File: config.mk
export PLATFORM = sky130hd
export DESIGN_NAME = regfile_write_arbiter
export DESIGN_NICKNAME = d
export VERILOG_FILES = /design/src/rtl/regfile_write_arbiter_pkg.sv /design/src/rtl/regfile_write_fifo.sv /design/src/rtl/regfile_write_arbiter.sv
export SDC_FILE = /design/constraint.sdc
export NUM_CORES = 1
export LEC_CHECK = 0
export CAP_MARGIN = 25
export CORE_ASPECT_RATIO = 0.8
export CORE_UTILIZATION = 49
export CTS_CLUSTER_SIZE = 20
export DETAILED_ROUTE_END_ITERATION = 7
export GPL_ROUTABILITY_DRIVEN = 0
export GPL_TIMING_DRIVEN = 0
export PLACE_DENSITY = 0.91
export SYNTH_ARGS = -nofsm -noshare
export SYNTH_HDL_FRONTEND = slang
export SYNTH_SLANG_ARGS = --single-unit
File: constraint.sdc
create_clock -name Clk -period 3.3 [get_ports Clk]
set_input_delay 0.825 -clock Clk [delete_from_list [all_inputs] [get_ports Clk]]
set_output_delay 0.825 -clock Clk [all_outputs]
set_load 0.1 [all_outputs]
File: src/rtl/regfile_write_arbiter_pkg.sv
// Shared register-file constants used by the write arbiter, the register file
// and the hazard unit.
package regfile_write_arbiter_pkg;

    localparam int unsigned RF_DATA_WIDTH = 32;
    localparam int unsigned RF_ADDR_WIDTH = 5;

    // Architectural zero register: writes to it are dropped, lookups never hit.
    localparam logic [RF_ADDR_WIDTH-1:0] RF_REG_ZERO = '0;

endpackage

File: src/rtl/regfile_write_fifo.sv
// Small synchronous FIFO holding MD results waiting for a free write-port
// cycle. It also exposes a per-entry "valid and register matches" vector for
// two lookup registers, which the arbiter uses as its pending-write scoreboard.
//
// Ports:
//   Clk, Reset_n           clock, asynchronous active-low reset
//   push, pushReg/Data     enqueue one entry (caller guarantees not full)
//   pop                    dequeue the head (caller guarantees not empty)
//   headReg, headData      current head entry (combinational)
//   count                  occupancy, 0..DEPTH
//   cmpReg1, cmpReg2       registers to look up
//   cmpHit1, cmpHit2       per-entry match vectors (combinational)
module regfile_write_fifo
    import regfile_write_arbiter_pkg::*;
#(
    parameter int unsigned DEPTH      = 2,
    parameter int unsigned DATA_WIDTH = RF_DATA_WIDTH,
    parameter int unsigned ADDR_WIDTH = RF_ADDR_WIDTH
) (
    input  logic                       Clk,
    input  logic                       Reset_n,
    input  logic                       push,
    input  logic [ADDR_WIDTH-1:0]      pushReg,
    input  logic [DATA_WIDTH-1:0]      pushData,
    input  logic                       pop,
    output logic [ADDR_WIDTH-1:0]      headReg,
    output logic [DATA_WIDTH-1:0]      headData,
    output logic [$clog2(DEPTH):0]     count,
    input  logic [ADDR_WIDTH-1:0]      cmpReg1,
    input  logic [ADDR_WIDTH-1:0]      cmpReg2,
    output logic [DEPTH-1:0]           cmpHit1,
    output logic [DEPTH-1:0]           cmpHit2
);

    localparam int unsigned PTR_WIDTH = $clog2(DEPTH);
    localparam int unsigned CNT_WIDTH = PTR_WIDTH + 1;

    logic [ADDR_WIDTH-1:0] entryReg  [DEPTH];
    logic [DATA_WIDTH-1:0] entryData [DEPTH];
    logic [DEPTH-1:0]      entryValid;
    logic [DEPTH-1:0]      validNext;
    logic [PTR_WIDTH-1:0]  wrPtr;
    logic [PTR_WIDTH-1:0]  rdPtr;

    // Payload storage needs no reset; entryValid guards every use of it.
    always_ff @(posedge Clk) begin
        if (push) begin
            entryReg[wrPtr]  <= pushReg;
            entryData[wrPtr] <= pushData;
        end
    end

    // Per-entry valid bits track exactly which slots hold a pending write.
    always_comb begin
        validNext = entryValid;
        if (pop) begin
            validNext[rdPtr] = 1'b0;
        end
        if (push) begin
            validNext[wrPtr] = 1'b1;
        end
    end

    // Pointers wrap naturally because DEPTH is a power of two.
    always_ff @(posedge Clk or negedge Reset_n) begin
        if (!Reset_n) begin
            wrPtr      <= '0;
            rdPtr      <= '0;
            count      <= '0;
            entryValid <= '0;
        end else begin
            entryValid <= validNext;
            if (push) begin
                wrPtr <= wrPtr + PTR_WIDTH'(1);
            end
            if (pop) begin
                rdPtr <= rdPtr + PTR_WIDTH'(1);
            end
            case ({push, pop})
                2'b10:   count <= count + CNT_WIDTH'(1);
                2'b01:   count <= count - CNT_WIDTH'(1);
                default: count <= count;
            endcase
        end
    end

    assign headReg  = entryReg[rdPtr];
    assign headData = entryData[rdPtr];

    // Scoreboard lookup across all valid entries.
    always_comb begin
        for (int i = 0; i < int'(DEPTH); i++) begin
            cmpHit1[i] = entryValid[i] && (entryReg[i] == cmpReg1);
            cmpHit2[i] = entryValid[i] && (entryReg[i] == cmpReg2);
        end
    end

endmodule

File: src/rtl/regfile_write_arbiter.sv
// Shares the register file's single write port between the pipeline WB stage
// and the multiply/divide unit. MD results queue in a small FIFO and drain
// into cycles WB leaves free; a starvation counter forces a one-cycle
// pipeline stall so a queued MD result cannot wait forever.
//
// Ports:
//   Clk, Reset_n                     clock, asynchronous active-low reset
//   WbValid, WbReg, WbData           WB stage write request
//   MdValid, MdReady, MdReg, MdData  MD result handshake
//   StallPipe                        registered one-cycle pipeline freeze
//   QueryReg1/2, QueryHit1/2         pending-MD-write lookup (combinational)
//   RfRegWrite, RfWriteRegister,
//   RfWriteData                      registered register-file write port
//   Pending                          MD queue occupancy
module regfile_write_arbiter
    import regfile_write_arbiter_pkg::*;
#(
    parameter int unsigned DATA_WIDTH   = RF_DATA_WIDTH,
    parameter int unsigned ADDR_WIDTH   = RF_ADDR_WIDTH,
    parameter int unsigned FIFO_DEPTH   = 2,
    parameter int unsigned STARVE_LIMIT = 4
) (
    input  logic                          Clk,
    input  logic                          Reset_n,
    input  logic                          WbValid,
    input  logic [ADDR_WIDTH-1:0]         WbReg,
    input  logic [DATA_WIDTH-1:0]         WbData,
    input  logic                          MdValid,
    output logic                          MdReady,
    input  logic [ADDR_WIDTH-1:0]         MdReg,
    input  logic [DATA_WIDTH-1:0]         MdData,
    output logic                          StallPipe,
    input  logic [ADDR_WIDTH-1:0]         QueryReg1,
    input  logic [ADDR_WIDTH-1:0]         QueryReg2,
    output logic                          QueryHit1,
    output logic                          QueryHit2,
    output logic                          RfRegWrite,
    output logic [ADDR_WIDTH-1:0]         RfWriteRegister,
    output logic [DATA_WIDTH-1:0]         RfWriteData,
    output logic [$clog2(FIFO_DEPTH):0]   Pending
);

    localparam int unsigned CNT_WIDTH    = $clog2(FIFO_DEPTH) + 1;
    localparam int unsigned STARVE_WIDTH = $clog2(STARVE_LIMIT + 1);
    localparam logic [ADDR_WIDTH-1:0] REG_ZERO = ADDR_WIDTH'(RF_REG_ZERO);

    logic                    wbReq;
    logic                    mdPush;
    logic                    fifoNonEmpty;
    logic                    popGrant;
    logic                    wbGrant;
    logic [ADDR_WIDTH-1:0]   headReg;
    logic [DATA_WIDTH-1:0]   headData;
    logic [FIFO_DEPTH-1:0]   fifoHit1;
    logic [FIFO_DEPTH-1:0]   fifoHit2;
    logic [STARVE_WIDTH-1:0] starveCnt;
    logic [STARVE_WIDTH-1:0] starveNext;
    logic                    stallNext;
    logic                    rfFromMd;

    regfile_write_fifo #(
        .DEPTH      (FIFO_DEPTH),
        .DATA_WIDTH (DATA_WIDTH),
        .ADDR_WIDTH (ADDR_WIDTH)
    ) uFifo (
        .Clk      (Clk),
        .Reset_n  (Reset_n),
        .push     (mdPush),
        .pushReg  (MdReg),
        .pushData (MdData),
        .pop      (popGrant),
        .headReg  (headReg),
        .headData (headData),
        .count    (Pending),
        .cmpReg1  (QueryReg1),
        .cmpReg2  (QueryReg2),
        .cmpHit1  (fifoHit1),
        .cmpHit2  (fifoHit2)
    );

    // Ready uses pre-pop occupancy: a full queue never accepts, even when
    // it pops in the same cycle.
    assign MdReady      = Pending < CNT_WIDTH'(FIFO_DEPTH);
    assign fifoNonEmpty = Pending != '0;
    assign mdPush       = MdValid && MdReady && (MdReg != REG_ZERO);
    assign wbReq        = WbValid && (WbReg != REG_ZERO);

    // Write-port grant; during a forced stall the queue head takes the slot.
    always_comb begin
        popGrant = 1'b0;
        wbGrant  = 1'b0;
        if (StallPipe && fifoNonEmpty) begin
            popGrant = 1'b1;
        end else if (wbReq) begin
            wbGrant = 1'b1;
        end else if (fifoNonEmpty) begin
            popGrant = 1'b1;
        end
    end

    // Count WB wins over a waiting queue; the win that reaches the limit
    // arms the stall and restarts the count.
    always_comb begin
        starveNext = starveCnt;
        stallNext  = 1'b0;
        if (!fifoNonEmpty || popGrant) begin
            starveNext = '0;
        end else if (wbGrant) begin
            if (starveCnt == STARVE_WIDTH'(STARVE_LIMIT - 1)) begin
                starveNext = '0;
                stallNext  = 1'b1;
            end else begin
                starveNext = starveCnt + STARVE_WIDTH'(1);
            end
        end
    end

    // Registered write port, stall and starvation state.
    always_ff @(posedge Clk or negedge Reset_n) begin
        if (!Reset_n) begin
            StallPipe       <= 1'b0;
            starveCnt       <= '0;
            RfRegWrite      <= 1'b0;
            rfFromMd        <= 1'b0;
            RfWriteRegister <= '0;
            RfWriteData     <= '0;
        end else begin
            StallPipe  <= stallNext;
            starveCnt  <= starveNext;
            RfRegWrite <= popGrant || wbGrant;
            rfFromMd   <= popGrant;
            if (popGrant) begin
                RfWriteRegister <= headReg;
                RfWriteData     <= headData;
            end else if (wbGrant) begin
                RfWriteRegister <= WbReg;
                RfWriteData     <= WbData;
            end
        end
    end

    // An MD write stays pending until the register file has captured it,
    // which includes the cycle it sits on the Rf* outputs.
    assign QueryHit1 = (QueryReg1 != REG_ZERO)
                    && ((|fifoHit1)
                        || (RfRegWrite && rfFromMd && (RfWriteRegister == QueryReg1)));
    assign QueryHit2 = (QueryReg2 != REG_ZERO)
                    && ((|fifoHit2)
                        || (RfRegWrite && rfFromMd && (RfWriteRegister == QueryReg2)));

endmodule
## Word level (Yosys, flattened, before mapping)

Memories as Yosys holds them, arrays and structs flattened.
Cells that the tools add are included.

- Bitwise gates (word level): 3
- Muxes and demuxes: 24
- Equal/unequal tests: 9
- Order comparisons: 5
- Add/subtract/negate cells: 5
- Reduce and logical (&&, ||, !) cells: 30

Operators with widths:

| cell | number |
|---|---|
| $mux 32 | 2 |
| $eq 5x5->1 | 6 |
| $reduce_bool 5->1 | 4 |
| $logic_and 1x1->1 | 15 |
| $mux 1 | 12 |
| $mux 5 | 2 |
| $mux 3 | 3 |
| $reduce_bool 2->1 | 4 |
| $logic_or 1x1->1 | 4 |
| $lt 1x2->1 const B | 2 |
| $mux 2 | 2 |
| $pmux 2 s2 | 1 |
| $reduce_or 2->1 | 2 |
| $add 3x1->3 const B | 1 |
| $eq 3x2->1 const B | 1 |
| $add 1x1->1 const B | 2 |
| $add 2x1->2 const B | 1 |
| $and 2x2->2 | 1 |
| $demux 1 s1 | 2 |
| $eq 2x1->1 const B | 1 |
| $eq 2x2->1 const B | 1 |
| $ge 1x1->1 const B | 2 |
| $lt 2x2->1 const B | 1 |
| $not 2->2 | 1 |
| 3 further kinds | 3 |

- Flip-flop bits (word level): 49
- Logic and storage cells: 88
- Bits in writable memories: 74
- Memories: 2
- Output and inout port bits: 44

Memory list:

| name | words | width | read ports | clocked after Yosys merged registers in | write ports | line | source |
|---|---|---|---|---|---|---|---|
| uFifo.entryData | 2 | 32 | 1 | 0 | 1 | regfile_write_fifo.sv:39 | `logic [DATA_WIDTH-1:0] entryData [DEPTH];` |
| uFifo.entryReg | 2 | 5 | 3 | 0 | 1 | regfile_write_fifo.sv:38 | `logic [ADDR_WIDTH-1:0] entryReg [DEPTH];` |

## Depth between registers and ports, before layout

Gate-level depths: netlist of run 1.

- Depth in word-level cells: 9
- Depth in mapped cells: 8

## Modules after synthesis

A second synthesis of run 1 with hierarchy kept.

- Cells, all modules: 328
- Area total of the unflattened synthesis: 5511.5 um2

By module, submodules not included:

| module | cells each | sequential area each (um2) | instances | area an instance (um2) |
|---|---|---|---|---|
| regfile_write_fifo | 164 | 2372.3 | 1 | 3143.0 |
| regfile_write_arbiter | 164 | 1076.0 | 1 | 2368.5 |

## Worst setup path before layout of run 1

No wires, ideal clock.

- Path type: register to register
- Start: reg uFifo.count[1]
- End: mem uFifo.entryData[0][0] (netlist name) (enable)
- Library setup time: 0.431 ns
- Data arrival time: 3.523 ns
- Period minus slack after synthesis: 3.954 ns
- Data required time: 2.869 ns
- Cell stages (with the launch flop): 4
- Setup slack: -0.654 ns
- Cell sequence: dfrtp_1 -> inv_1 -> o211ai_2 -> nor2_1

- Longest elaborated chain between the ends: 5

RTL lines:

| item | line | source |
|---|---|---|
| start: declaration | regfile_write_fifo.sv:28 | `output logic [$clog2(DEPTH):0] count,` |
| start signal: assignment | regfile_write_fifo.sv:80 | `2'b10: count <= count + CNT_WIDTH'(1);` |
| start signal: assignment | regfile_write_fifo.sv:81 | `2'b01: count <= count - CNT_WIDTH'(1);` |
| start signal: assignment | regfile_write_fifo.sv:82 | `default: count <= count;` |
| $lt 2x2->1 | regfile_write_arbiter.sv:83 | `assign MdReady = Pending < CNT_WIDTH'(FIFO_DEPTH);` |
| via MdReady | regfile_write_arbiter.sv:29 | `output logic MdReady,` |
| $logic_and 1x1->1 (2 in a row) | regfile_write_arbiter.sv:85 | `assign mdPush = MdValid && MdReady && (MdReg != REG_ZERO);` |
| $mux 1 | regfile_write_fifo.sv:47 | `if (push) begin` |
| $mux 1 (not written as such) | regfile_write_fifo.sv:49 | `entryData[wrPtr] <= pushData;` |
| end: declaration | regfile_write_fifo.sv:39 |  |

The timed path passes the listed nets, and every way through them passes these cells.

## Final worst setup path of run 1

- Start: in QueryReg2[1]
- End: out QueryHit2

- Longest elaborated chain between the ends: 5
- Elaborated cells between the ends (all ways): 10
- Those cells by class: 3 x eq/ne; 7 x reduce/logical

RTL lines:

| item | line | source |
|---|---|---|
| start: declaration | regfile_write_arbiter.sv:34 | `input logic [ADDR_WIDTH-1:0] QueryReg2,` |
| $eq 5x5->1 | regfile_write_fifo.sv:94 | `cmpHit2[i] = entryValid[i] && (entryReg[i] == cmpReg2);` |
| $logic_and 1x1->1 | regfile_write_fifo.sv:94 |  |
| $reduce_or 2->1 | regfile_write_arbiter.sv:148 | `&& ((\|fifoHit2)` |
| $logic_or 1x1->1 | regfile_write_arbiter.sv:149 | `\|\| (RfRegWrite && rfFromMd && (RfWriteRegister == QueryReg2)));` |
| $logic_and 1x1->1 * | regfile_write_arbiter.sv:148 |  |
| end: declaration | regfile_write_arbiter.sv:36 | `output logic QueryHit2,` |

Every way passes the cells marked *; elsewhere a longest branch is shown, timed or not.

==> metrics.yaml, run 1 <==
cells_and_area:
  fin_cells: 713
  fillers: 694
  area_growth_pct: 41.6
  drive_gt1_frac: 0.105
  final_common_cell: "clkdlybuf4s50_1"
  fin_nets: 650
  diodes: 0
  mostFrequentLayoutCells: "clkdlybuf4s50_1 (128), edfxtp_1 (74), dfrtp_1 (49)"
pwr:
  peakVddDrop_mv: 0.693
  p_leak_uw: 0.00291
  p_per_area_mw_per_mm2: 995
timing:
  fin_crit_sh: 0.966
  max_freq_ghz: 0.314
  finalHoldViolations: 0
  tightestPinTransition_ns: 0.998
  min_period_ns: 3.19
  skew_ns: 0.00702
  slew-limit-headroom: 0.333
  finalWorstSetupSlack_ns: 0.112
  setup_viol: 0
  rsz0062_at_grt: "no"
  drv_slew: 0
die:
  fp.dieH_um: 94.2
  rows: 33
  coreArea_mm2: 0.0103
  die_area_mm2: 0.0110
  die_w_um: 117
  pin_count: 132
  start_util: 0.506
worst_setup_path:
  worstReg2RegEnd: "uFifo.count[1]"
  slowest_stage: "clkdlybuf4s50_1"
  path_class: "in2out"
  reg2reg_from: "uFifo.count[0]"
  timing.critical_path.buf_inv: 2
  startpoint_type: "input port"
  ff2ff_path_depth: 8
  cp.required_ns: 2.47
  max_stage_delay_ns: 0.51
  cp_max_fo: 4
  critPathCaptureType: "primary output"
  path_cells: "clkdlybuf4s50_1, xor2_1, nor4_2, a32oi_1, a21oi_2, buf_6"
  cp_data_arrival_time_ns: 2.36
  cp_top_family: "buffers and inverters"
  r2r_slack_ns: 1.25
yosys:
  synthFlopType: "edfxtp_1"
  yosys.area.top_type: "edfxtp_1"
  yosys-top-cells-area: "edfxtp_1 (43%), dfrtp_1 (24%), mux2i_1 (7.1%), xor2_1 (4.5%), a21oi_1 (3.5%)"
  synth_edf_count: 74
  postSynthAreaPerCell_um2: 12.8
  ys_warn_count: 0
  syn_nets: 497
  synth_async_sr_flop_share: 0.398
  yosysSeqAreaShare: 0.662
  synth-seq-cells: 123
  syn_inst: 407
  netlist_area_mm2: 0.00521
  yosysTopAreaCellShare: 0.427
  ys_types: 33
clock_tree:
  max-clock-path-buffers: 2
  cts-root-buf: "clkbuf_16"
  cts_buffers: 17
  clk_pin_slew_ns: 0.05
  cts.sinks: 123
  ctsHtreeMaxLevel: 4
  tritoncts: "done"
  cts_setup_buffers: 0
  clock_latency_ns: 0.40
placement:
  dpl.hpwl_um: 9080
  place_ws_ns: -0.828
  place_inst: 681
  port_buffers: 131
run_status:
  status: "finished, final reports clean"
grt:
  grt_pass1_vias: 3965
  overflow: 0
  antenna_found_initial: 0
  grt_usage: 0.247
  grt_pass1_wl_um: 19600
  grt_max_degree: 40
route:
  final_antenna_net_count: 0
  wl_um: 12700
  drt_iter0_drc: 214
  drc_errors: 0
  num_vias: 3813
  firstDrtPassIters: 5
  vias_per_cell: 5.35
  wl_per_cell_um: 17.8
run:
  maxCapViolCount: 0
min_path:
  hold_path_class: "in2async"
per-stage QoR:
stage | hold slack, ns | cell area [µm²] | setup TNS (ns) | power [µW] | util
2_1_floorplan | 0.418 | 5230 | 0 | 4640 | -
3_3_place_gp | 0.428 | 6720 | -4.47 | 5440 | 0.653
3_5_place_dp | 0.453 | 6790 | -1.64 | 5570 | 0.660
4_1_cts | 0.292 | 7350 | 0 | 7360 | 0.715
5_1_grt | 0.291 | 7370 | 0 | 7660 | 0.717
6_report | 0.300 | 7370 | 0 | 7330 | 0.717
synthesized netlist by cell type (2+ instances only):
| master | count |
|---|---|
| ha_1 | 2 |
| a21o_1 | 3 |
| nor4_1 | 6 |
| inv_1 | 2 |
| mux2i_1 | 37 |
| a21oi_1 | 36 |
| o21ai_0 | 17 |
| a32oi_1 | 2 |
| xnor2_1 | 8 |
| buf_2 | 7 |
| nor3b_1 | 2 |
| nand3_1 | 4 |
| nor2_1 | 44 |
| xor2_1 | 27 |
| buf_6 | 3 |
| dfrtp_1 | 49 |
| or4_1 | 4 |
| a211oi_2 | 3 |
| clkbuf_1 | 10 |
| nand2_1 | 35 |
| edfxtp_1 | 74 |
| o21ai_1 | 21 |
power by group:
part | leakage [µW] | switching (µW) | internal (µW)
Combinational | 0.00135 | 2340 | 936
Sequential | 0.00127 | 243 | 2050
Clock | 0.000283 | 646 | 1120
Total | 0.00291 | 3230 | 4110
registers in the layout, indices dropped and copies added (netlist names):
signal,flops
RfRegWrite,1
RfWriteData,32
RfWriteRegister,5
StallPipe,1
rfFromMd,1
starveCnt,3
uFifo.count,2
uFifo.entryData,64
uFifo.entryReg,10
uFifo.entryValid,2
uFifo.rdPtr,1
uFifo.wrPtr,1
repair_timing:
action	in CTS	in global routing
resized for setup	12	5
hold buffers	0	0
endpoints found under the setup margin	2	2
layout make-up:
class | instances | area [µm²] | share of cell area
Timing Repair Buffer | 134 | 1390 | 0.188
Buffer | 21 | 110 | 0.0149
Sequential cell | 123 | 3450 | 0.468
Multi-Input combinational cell | 261 | 1680 | 0.227
Tap cell | 140 | 175 | 0.0238
Clock inverter | 12 | 124 | 0.0168
Clock buffer | 20 | 447 | 0.0606
Inverter | 2 | 7.51 | 0.00102
cells by family (layout without fill, tap and decap cells):
logic type	after synthesis	after routing	share of synthesized area
DFF	123	123	0.662
adders and majority gates	2	2	0.00481
muxes	37	37	0.0711
and+or+nand+nor	102	102	0.0875
buffers and inverters	23	189	0.0226
AOI/OAI and AO/OA	85	85	0.0928
xor gates and xnor gates	35	35	0.0589
worst reg2reg max path: cells and delay by family, from the launching register on:
kind                       cells  cell delay [ns]
AOI/OAI and AO/OA              2             0.64
xor gates and xnor gates       2             0.26
adders and majority gates      1             0.21
and+or+nand+nor                2             0.18
DFF                            1             0.46
buffers and inverters          1             0.22
layer usage:
layer	vias to the layer above	share of wire	GRT usage
li1	1767	-	-
met5	-	0	0
met4	0	0.019	0.102
met1	1863	0.40	0.282
met2	157	0.52	0.428
met3	26	0.059	0.0781
worst max path at each step:
stage               depth (start not counted)  slack, ns                from        end
CTS                                         6      0.007        QueryReg1[3]  QueryHit1
finish                                      6       0.11        QueryReg2[1]  QueryHit2
global placement                            6      -0.73        QueryReg1[1]  QueryHit1
detailed placement                          6      -0.83        QueryReg1[3]  QueryHit1
global route                                6     0.0004        QueryReg2[0]  QueryHit2
floorplan                                   4       0.09  RfWriteRegister[3]  QueryHit2
No activity file was read; power rests on OpenSTA's default activity.
==> run 2: changes to the inputs <==
Settings changed: SETUP_SLACK_MARGIN set to 0.02.
==> run 2 against run 1 <==
First-iteration DRC count decreased by 3.7%. Via count shrank 0.71%. Design area increased by 0.14%. Critical path depth is the same. Wire length grew 0.74%. Highest routed layer unchanged.
==> metrics.yaml, run 2 (synthesized netlist as in run 1, its figures left out) <==
clock_tree:
  max-clock-path-buffers: 2  # unchanged
  cts.sinks: 123  # unchanged
  ctsHoldBuffers: 0  # unchanged
  clk_pin_slew_ns: 0.05  # about the same
  tritoncts: "done"
  cts_buffers: 17  # unchanged
  clock_latency_ns: 0.40  # about the same
  cts_setup_buffers: 0  # unchanged
  ctsHtreeMaxLevel: 4  # unchanged
  cts-root-buf: "clkbuf_16"
timing:
  tightestPinTransition_ns: 0.996  # -0.00180 ns
  finalHoldViolations: 0  # unchanged
  fin_crit_sh: 0.972  # +0.00545
  tns_ns: 0  # unchanged
  setup_viol: 0  # unchanged
  whs_ns: 0.304  # +0.00407 ns
  min_period_ns: 3.21  # +0.0180 ns
  rsz0062_at_grt: "no"
  skew_ns: 0.00706  # +0.0000386 ns
  drv_slew: 0  # unchanged
  max_freq_ghz: 0.312  # -0.56%
  slew-limit-headroom: 0.334  # +0.00120
  finalWorstSetupSlack_ns: 0.0939  # -0.0180 ns
route:
  vias_per_cell: 5.31  # -0.71%
  wl_um: 12800  # +0.74%
  firstDrtPassIters: 4  # -1
  drc_errors: 0  # unchanged
  num_vias: 3786  # -0.71%
  wl_per_cell_um: 17.9  # +0.74%
  drt_iter0_drc: 206  # -3.7%
  final_antenna_net_count: 0  # unchanged
cells_and_area:
  diodes: 0  # unchanged
  fin_util: 0.718  # +0.000974
  design_area_mm2: 0.00738  # +0.14%
  drive_gt1_frac: 0.106  # +0.00175
  area_growth_pct: 41.8
  regMostFlops: "uFifo.entryData"
  largest_register_ffs: 64  # unchanged
  mostFrequentLayoutCells: "clkdlybuf4s50_1 (128), edfxtp_1 (74), dfrtp_1 (49)"
  fin_nets: 650  # unchanged
  final_common_cell: "clkdlybuf4s50_1"
  reg_top3: "uFifo.entryData: 64 flops, RfWriteData: 32 flops, uFifo.entryReg: 10 flops"
pwr:
  internal-power_uw: 4110  # about the same
  pwr-share-seq: 0.312  # about the same
  power.switching_uw: 3230  # about the same
  peakVddDrop_mv: 0.694  # +0.14%
  sw_frac_of_total: 0.440  # about the same
  p_leak_uw: 0.00291  # about the same
  pwr-share-comb: 0.447  # about the same
  clkPwrFrac: 0.241  # about the same
  p_per_area_mw_per_mm2: 993  # -0.14%
grt:
  overflow: 0  # unchanged
  antenna_found_initial: 0  # unchanged
  grt_usage: 0.247  # unchanged
  grt_pass1_vias: 3965  # unchanged
  grt_max_degree: 40  # unchanged
  grt_pass1_wl_um: 19600  # unchanged
placement:
  postPlaceCellArea_mm2: 0.00679  # unchanged
  dpl.hpwl_um: 9080  # unchanged
  port_buffers: 131  # unchanged
  place_ws_ns: -0.828  # unchanged
worst_setup_path:
  path_class: "in2out"
  cp_data_arrival_time_ns: 2.38  # +0.02 ns
  cp_max_fo: 4  # unchanged
  startpoint_type: "input port"
  cp.required_ns: 2.47  # about the same
  critPathCaptureType: "primary output"
die:
  pin_count: 132  # unchanged
  start_util: 0.506  # unchanged
  coreArea_mm2: 0.0103  # unchanged
  die_area_mm2: 0.0110  # unchanged
  die_w_um: 117  # unchanged
  fp.dieH_um: 94.2  # unchanged
  rows: 33  # unchanged
min_path:
  hold_path_class: "in2async"
run_status:
  status: "finished, final reports clean"
run:
  maxCapViolCount: 0  # unchanged
run 2: worst max-delay path, stage by stage:
cell and delay [ns]:
clkdlybuf4s50_1 0.51, xor2_1 0.20, nor4_2 0.30, nand3_1 0.14, a21oi_2 0.19, buf_8 0.21
run 2: per-layer routing:
metal,GRT usage,share of wire,vias up
met1,0.282,0.41,1858
met3,0.0781,0.056,18
met2,0.428,0.52,141
li1,-,-,1769
met5,0,0,-
met4,0.102,0.015,0
run 2: area by class of cell:
cell class	count	area, µm²
clock buffers	20	447
well taps	140	175
repair buffers	134	1390
multi-input cells	261	1680
plain buffers	21	110
fillers	691	2900
flip-flops and latches	123	3450
clock inverters	12	124
inverters	2	7.51
run 2: through the flow:
step	cells	power, µW
global route	713	7660
detailed placement	681	5570
floorplan	407	4640
finish	713	7330
CTS	713	7360
global placement	678	5440
run 2: what timing repair did:
item / 4_1_cts / 5_1_grt
endpoints found under the setup margin: 2 / 2
pin swaps: 0 / 1
endpoints found under the hold margin: 0 / 0
gates resized for setup: 12 / 7
run 2: path summary, 6_finish.rpt:
| kind | startpoint | endpoint | slack, ns | cells after the start |
|---|---|---|---|---|
| setup / recovery | QueryReg2[3] | QueryHit2 | 0.09 | 6 |
| hold / removal | Reset_n | RfWriteData[26] | 0.30 | 1 |
| setup reg to reg | uFifo.count[0] | uFifo.count[1] | 1.25 | 7 |
| hold reg to reg | starveCnt[0] | starveCnt[0] | 0.46 | 1 |
| max in group asynchronous | Reset_n | RfWriteRegister[0] | 2.48 | 2 |
| min in group Clk | starveCnt[0] | starveCnt[0] | 0.46 | 1 |
run 2: power groups by stage:
stage	Sequential, µW	Clock [µW]	Combinational [µW]
3_3_place_gp	2280	0	3150
4_1_cts	2290	1790	3280
5_1_grt	2320	1870	3470
3_5_place_dp	2310	0	3260
2_1_floorplan	3510	0	1130
6_report	2290	1760	3280
==> run 3: changes to the inputs <==
Settings changed: ABC_CLOCK_PERIOD_IN_PS set to 3300, CAP_MARGIN 25 to 40, CELL_PAD_IN_SITES_DETAIL_PLACEMENT set to 1, CELL_PAD_IN_SITES_GLOBAL_PLACEMENT set to 1, CORE_UTILIZATION 49 to 39.
==> run 3 against run 2 <==
Clock power about the same. Non-clock buffer count up 42. Setup slack better by 0.17 ns. First-iteration DRC count shrank 21%. Core utilization is 9.2 points lower. Design area grew 9.5%. Clock skew grew 0.0035 ns. Global-route usage rose by 0.82 points. Critical path depth unchanged. Hold slack better by 0.11 ns. Die area is 25% higher.
==> metrics.yaml, run 3 (synthesized netlist as in run 1, its figures left out) <==
worst_setup_path:
  slowest_stage: "nor4_1"
  r2r_slack_ns: 1.09  # -0.16 ns
  cp_top_family: "buffers and inverters"
  cp.required_ns: 2.47  # about the same
  cp_max_fo: 4  # unchanged
  startpoint_type: "input port"
  cp_data_arrival_time_ns: 2.21  # -0.17 ns
  path_class: "in2out"
  path_cells: "dlygate4sd2_1, xor2_1, nor4_1, a32oi_1, a21oi_2, buf_12"
  max_stage_delay_ns: 0.33  # -0.18 ns
  timing.critical_path.buf_inv: 2  # unchanged
  critPathCaptureType: "primary output"
min_path:
  hold_path_class: "in2async"
cells_and_area:
  drive_gt1_frac: 0.158  # +0.0513
  fin_nets: 692  # +6.5%
  design_area_mm2: 0.00808  # +9.5%
  diodes: 0  # unchanged
  reg_top3: "uFifo.entryData: 64 flops, RfWriteData: 32 flops, uFifo.entryReg: 10 flops"
  final_common_cell: "clkdlybuf4s50_1"
  area_growth_pct: 55.3
  mostFrequentLayoutCells: "clkdlybuf4s50_1 (118), edfxtp_1 (74), dfrtp_1 (49)"
  largest_register_ffs: 64  # unchanged
  regMostFlops: "uFifo.entryData"
timing:
  max_freq_ghz: 0.329  # +5.5%
  tightestPinTransition_ns: 0.668  # -0.328 ns
  slew-limit-headroom: 0.555  # +0.221
  rsz0062_at_grt: "no"
  min_period_ns: 3.04  # -0.168 ns
  whs_ns: 0.410  # +0.106 ns
  drv_slew: 0  # unchanged
  setup_viol: 0  # unchanged
  skew_ns: 0.0106  # +0.00350 ns
  finalHoldViolations: 0  # unchanged
  fin_crit_sh: 0.921  # -0.0508
die:
  die_w_um: 131  # +12%
  start_util: 0.403  # -0.103
  fp.dieH_um: 105  # +12%
  die_area_mm2: 0.0138  # +25%
  rows: 37  # +12%
  pin_count: 132  # unchanged
  coreArea_mm2: 0.0129  # +26%
grt:
  grt_usage: 0.255  # +0.00817
  overflow: 0  # unchanged
  grt_max_degree: 30  # -25%
  grt_pass1_wl_um: 26300  # +34%
  antenna_found_initial: 0  # unchanged
  grt_pass1_vias: 4739  # +20%
clock_tree:
  cts.sinks: 123  # unchanged
  tritoncts: "done"
  clk_pin_slew_ns: 0.05  # about the same
  max-clock-path-buffers: 2  # unchanged
  ctsHtreeMaxLevel: 4  # unchanged
  clock_latency_ns: 0.41  # about the same
  cts-root-buf: "clkbuf_16"
  cts_buffers: 17  # unchanged
route:
  num_vias: 4087  # +8.0%
  firstDrtPassIters: 4  # unchanged
  wl_um: 16600  # +30%
  drc_errors: 0  # unchanged
  final_antenna_net_count: 0  # unchanged
  drt_iter0_drc: 162  # -21%
  wl_per_cell_um: 21.0  # +18%
  vias_per_cell: 5.17  # -2.6%
placement:
  dpl.hpwl_um: 12100  # +33%
  postPlaceCellArea_mm2: 0.00754  # +11%
  port_buffers: 131  # unchanged
run:
  maxCapViolCount: 0  # unchanged
pwr:
  pwr-share-comb: 0.498  # +0.051
  clkPwrFrac: 0.217  # -0.024
  sw_frac_of_total: 0.430  # -0.0102
  p_leak_uw: 0.00324  # +12%
  p_per_area_mw_per_mm2: 1000  # +0.89%
  power.switching_uw: 3480  # +7.9%
  pwr-share-seq: 0.286  # -0.026
  internal-power_uw: 4620  # +12%
  peakVddDrop_mv: 0.556  # -20%
run_status:
  status: "finished, final reports clean"
run 3: changes by cell type in the layout (fill, tap and decap cells not counted), moves of 3 or more:
cell             before  now
buf_16                2    6
buf_8                 2   38
clkdlybuf4s50_1     128  118
clkinv_1              0    3
dlygate4sd2_1         0   10
run 3: final timing paths:
kind,start,end,cells past startpoint
min in group Clk,starveCnt[0],starveCnt[0],1
worst min-delay path,Reset_n,RfWriteData[2],1
worst min register to register,starveCnt[0],starveCnt[0],1
max in group asynchronous,Reset_n,uFifo.entryValid[0],2
worst max register to register,uFifo.count[0],uFifo.count[1],7
worst max-delay path,QueryReg1[1],QueryHit1,6
run 3: layer usage:
metal | part of all wire | track usage | up-vias
met5 | 0 | 0 | -
met4 | 0.030 | 0.117 | 0
met3 | 0.034 | 0.0515 | 32
met2 | 0.55 | 0.479 | 122
met1 | 0.39 | 0.277 | 2078
li1 | - | - | 1855
run 3: power groups by stage:
stage,Clock (µW),Sequential (µW),Combinational (µW)
floorplan,0,3510,1130
global placement,0,2290,3180
detailed placement,0,2340,4030
CTS,1790,2310,4070
global route,1830,2350,4230
finish,1760,2310,4030
run 3: timing repair:
action | CTS | global route
endpoints found under the setup margin | 2 | 1
buffers inserted | 0 | 0
gates resized for setup | 14 | 0
hold buffers | 0 | 0
pin swaps | 3 | 0
run 3: area by class of cell:
class	count	area, µm²
Buffer	21	110
Clock buffer	22	454
Clock inverter	10	100
Fill cell	1274	4830
Inverter	2	7.51
Multi-Input combinational cell	261	1680
Sequential cell	123	3450
Tap cell	175	219
Timing Repair Buffer	176	2070
run 3: through the flow:
| stage | instances | total power [µW] | worst slack, ns | setup TNS [ns] | utilization |
|---|---|---|---|---|---|
| 6_report | 790 | 8100 | 0.261 | 0 | 0.626 |
| 4_1_cts | 791 | 8170 | -0.133 | -0.133 | 0.627 |
| 3_3_place_gp | 713 | 5470 | -0.758 | -8.49 | 0.523 |
| 5_1_grt | 790 | 8400 | 0.164 | 0 | 0.626 |
| 2_1_floorplan | 407 | 4640 | 0.0878 | 0 | - |
| 3_5_place_dp | 760 | 6370 | -0.448 | -0.874 | 0.584 |
==> patch: new RTL, config.mk and constraints of run 3 <==
The package constant `RF_ADDR_WIDTH` goes from 5 to 4.
--- a/src/rtl/regfile_write_arbiter_pkg.sv
+++ b/src/rtl/regfile_write_arbiter_pkg.sv
@@ -5,3 +5,3 @@
     localparam int unsigned RF_DATA_WIDTH = 32;
-    localparam int unsigned RF_ADDR_WIDTH = 5;
+    localparam int unsigned RF_ADDR_WIDTH = 4;
 
Ports: changed (5 resized); port bits go from 132 to 127. The function was not compared with the original's and may differ.
==> patch against run 3 <==
- global-route usage is 0.96 points higher
- worst hold slack worse by 0.079 ns
- critical path type unchanged
- final area is 2.4% lower
- critical endpoint is now QueryHit2
- sequential cell count is 3 lower
- wire length is 0.61% lower
- power is 0.43% lower
- setup slack worse by 0.18 ns
- sequential share of layout area hardly changed
- synthesized area is 3.2% lower
==> patch: results (changes against run 3) <==
Layout
  – Layout cell share with drive strength beyond 1: 17.2% (+1.4 points)
  – Nets: 677 (-2.2%)
  – Post-Layout Cell Count: 775 (-1.9%)
  – Top flop regs: uFifo.entryData x64, RfWriteData x32, uFifo.entryReg x8
  – Antenna Diode Count: 0 (unchanged)
  – Layout fillers: 1203 (-5.6%)

Pwr
  – Peak supply drop: 0.652 mV (+17%)
  – Net Sw Frac: 42.1% (-0.90 points)
  – Leak: 0.00313 uW (-3.4%)

CTS
  – Skew-Pair Late Insertion Delay: 0.41 ns (about the same)
  – CTS buffer count: 17 (unchanged)
  – Worst-path clk slew: 0.05 ns (about the same)
  – Clock Path Buffers: 2 (unchanged)
  – Clock root buffer: clkbuf_16

Setup path
  – Worst reg-to-reg setup slack: 0.84 ns (-0.25 ns)
  – Slowest CP cell: dlygate4sd2_1
  – Data arrival, critical path: 2.39 ns (+0.18 ns)
  – CP Max Fanout: 4 (unchanged)
  – Cell family with most CP delay: simple AND/OR/NAND/NOR gates
  – Slowest stage delay, CP: 0.38 ns (+0.05 ns)

Synthesis
  – Sequential element share of the synthesized area: 66.8% (+0.53 points)
  – Synth top cells by count: 72 x edfxtp_1, 48 x dfrtp_1, 45 x nand2_1, 41 x a21oi_1
  – EDFF count, synth: 72 (-2.7%)
  – Synth warn: 0 (unchanged)
  – Post-synth cell types: 32 (-3.0%)
  – Post-Syn Instances: 404 (-0.74%)
  – Syn nets: 490 (-1.4%)
  – Top cells by area, synth: edfxtp_1 43%, dfrtp_1 24%, mux2i_1 7.2%
  – Post-synth ARST share: 40.0% (+0.16 points)

Placement
  – Dpl hpwl: 11.8 mm (-2.8%)
  – Port Buffers: 124 (-5.3%)
  – Place WS: -0.705 ns (-0.258 ns)
  – Placed Cells incl. Taps: 745 (-2.0%)

Detailed routing
  – Routed len/inst: 21.3 um (+1.3%)
  – Mean number of vias per cell: 5.11 (-1.2%)
  – Router iterations before antenna repair: 4 (unchanged)
  – First DRT Iteration DRCs: 188 (+16%)

GRT
  – Tot GR Track Use: 26.5% (+0.96 points)
  – Largest net degree at the start of global routing: 35 (+17%)
  – Initial antenna violation count: 0 (unchanged)
  – Global-route wire length before repair: 25.7 mm (-2.1%)
  – Vias in the first global route: 4684 (-1.2%)

Timing
  – Slew margin rel.: 50.8% (-4.7 points)
  – Skew final: 0.00703 ns (-0.00353 ns)
  – Final Critical Period: 3.22 ns (+0.180 ns)

Worst hold path
  – Hold WC Path Type: in2async

Run status
  – Run status: completed
[patch: changes by cell type in the layout (fill, tap and decap cells not counted), moves of 7 or more]
cell and delta:
a21oi_1 +7, clkbuf_1 -10, nand2_1 +10, o21ai_0 +22
o21ai_1 -21, or3_1 +8, xnor2_1 +9, xor2_1 -22
[patch: worst paths after layout]
kind	from	to	cells past startpoint
setup / recovery	QueryReg2[1]	QueryHit2	6
max in group asynchronous	Reset_n	RfWriteData[11]	2
setup reg to reg	uFifo.count[0]	uFifo.count[1]	7
min in group Clk	starveCnt[0]	starveCnt[0]	1
hold / removal	Reset_n	RfWriteData[27]	1
hold reg to reg	starveCnt[0]	starveCnt[0]	1
[patch: area by class of cell]
cell class	instances	share of cell area (%)
clock inverter	14	2.28
clock buffer	18	5.57
multi-input combinational	258	19.8
tap	171	2.71
timing repair buffer	168	25.2
buffer	23	1.65
sequential	120	42.6
inverter	3	0.143
[patch: power by group through the flow]
stage / sequential (uW) / clock (uW) / combinational, uW
4_1_cts: 2230 / 1960 / 3920
3_5_place_dp: 2240 / 0 / 3860
3_3_place_gp: 2210 / 0 / 3040
2_1_floorplan: 3420 / 0 / 1040
5_1_grt: 2260 / 2020 / 4090
6_report: 2230 / 1930 / 3900
[patch: metrics by stage]
step | setup TNS, ns | util (%) | area, sq um | hold WS (ns)
2_1_floorplan | 0 | - | 5040 | 0.418
3_3_place_gp | -10.97 | 52.5 | 6500 | 0.426
3_5_place_dp | -1.24 | 58.7 | 7270 | 0.435
4_1_cts | -0.0205 | 63.6 | 7870 | 0.327
5_1_grt | 0 | 63.7 | 7890 | 0.341
6_report | 0 | 63.7 | 7890 | 0.331
[patch: what timing repair did]
item | CTS | global route
gates resized for setup | 9 | 4
pin swaps | 2 | 1
setup endpoints to repair | 2 | 1
[patch: routing by layer]
metal	up-vias	global-route usage, %	part of all wire, %
met5	-	0	0
met4	0	11.5	2.4
met3	34	7.59	5.3
met2	134	48.0	54
met1	1977	28.4	39
li1	1816	-	-
[patch: cell families (layout without fill, tap and decap cells)]
logic type / Yosys count / after routing / share of synthesized area (%)
DFF: 120 / 120 / 66.8
and+or+nand+nor: 114 / 114 / 10.3
AOI/OAI and AO/OA: 84 / 84 / 8.69
muxes: 36 / 36 / 7.15
buffers and inverters: 26 / 226 / 2.81
xor gates and xnor gates: 22 / 22 / 3.83
adders and majority gates: 2 / 2 / 0.497
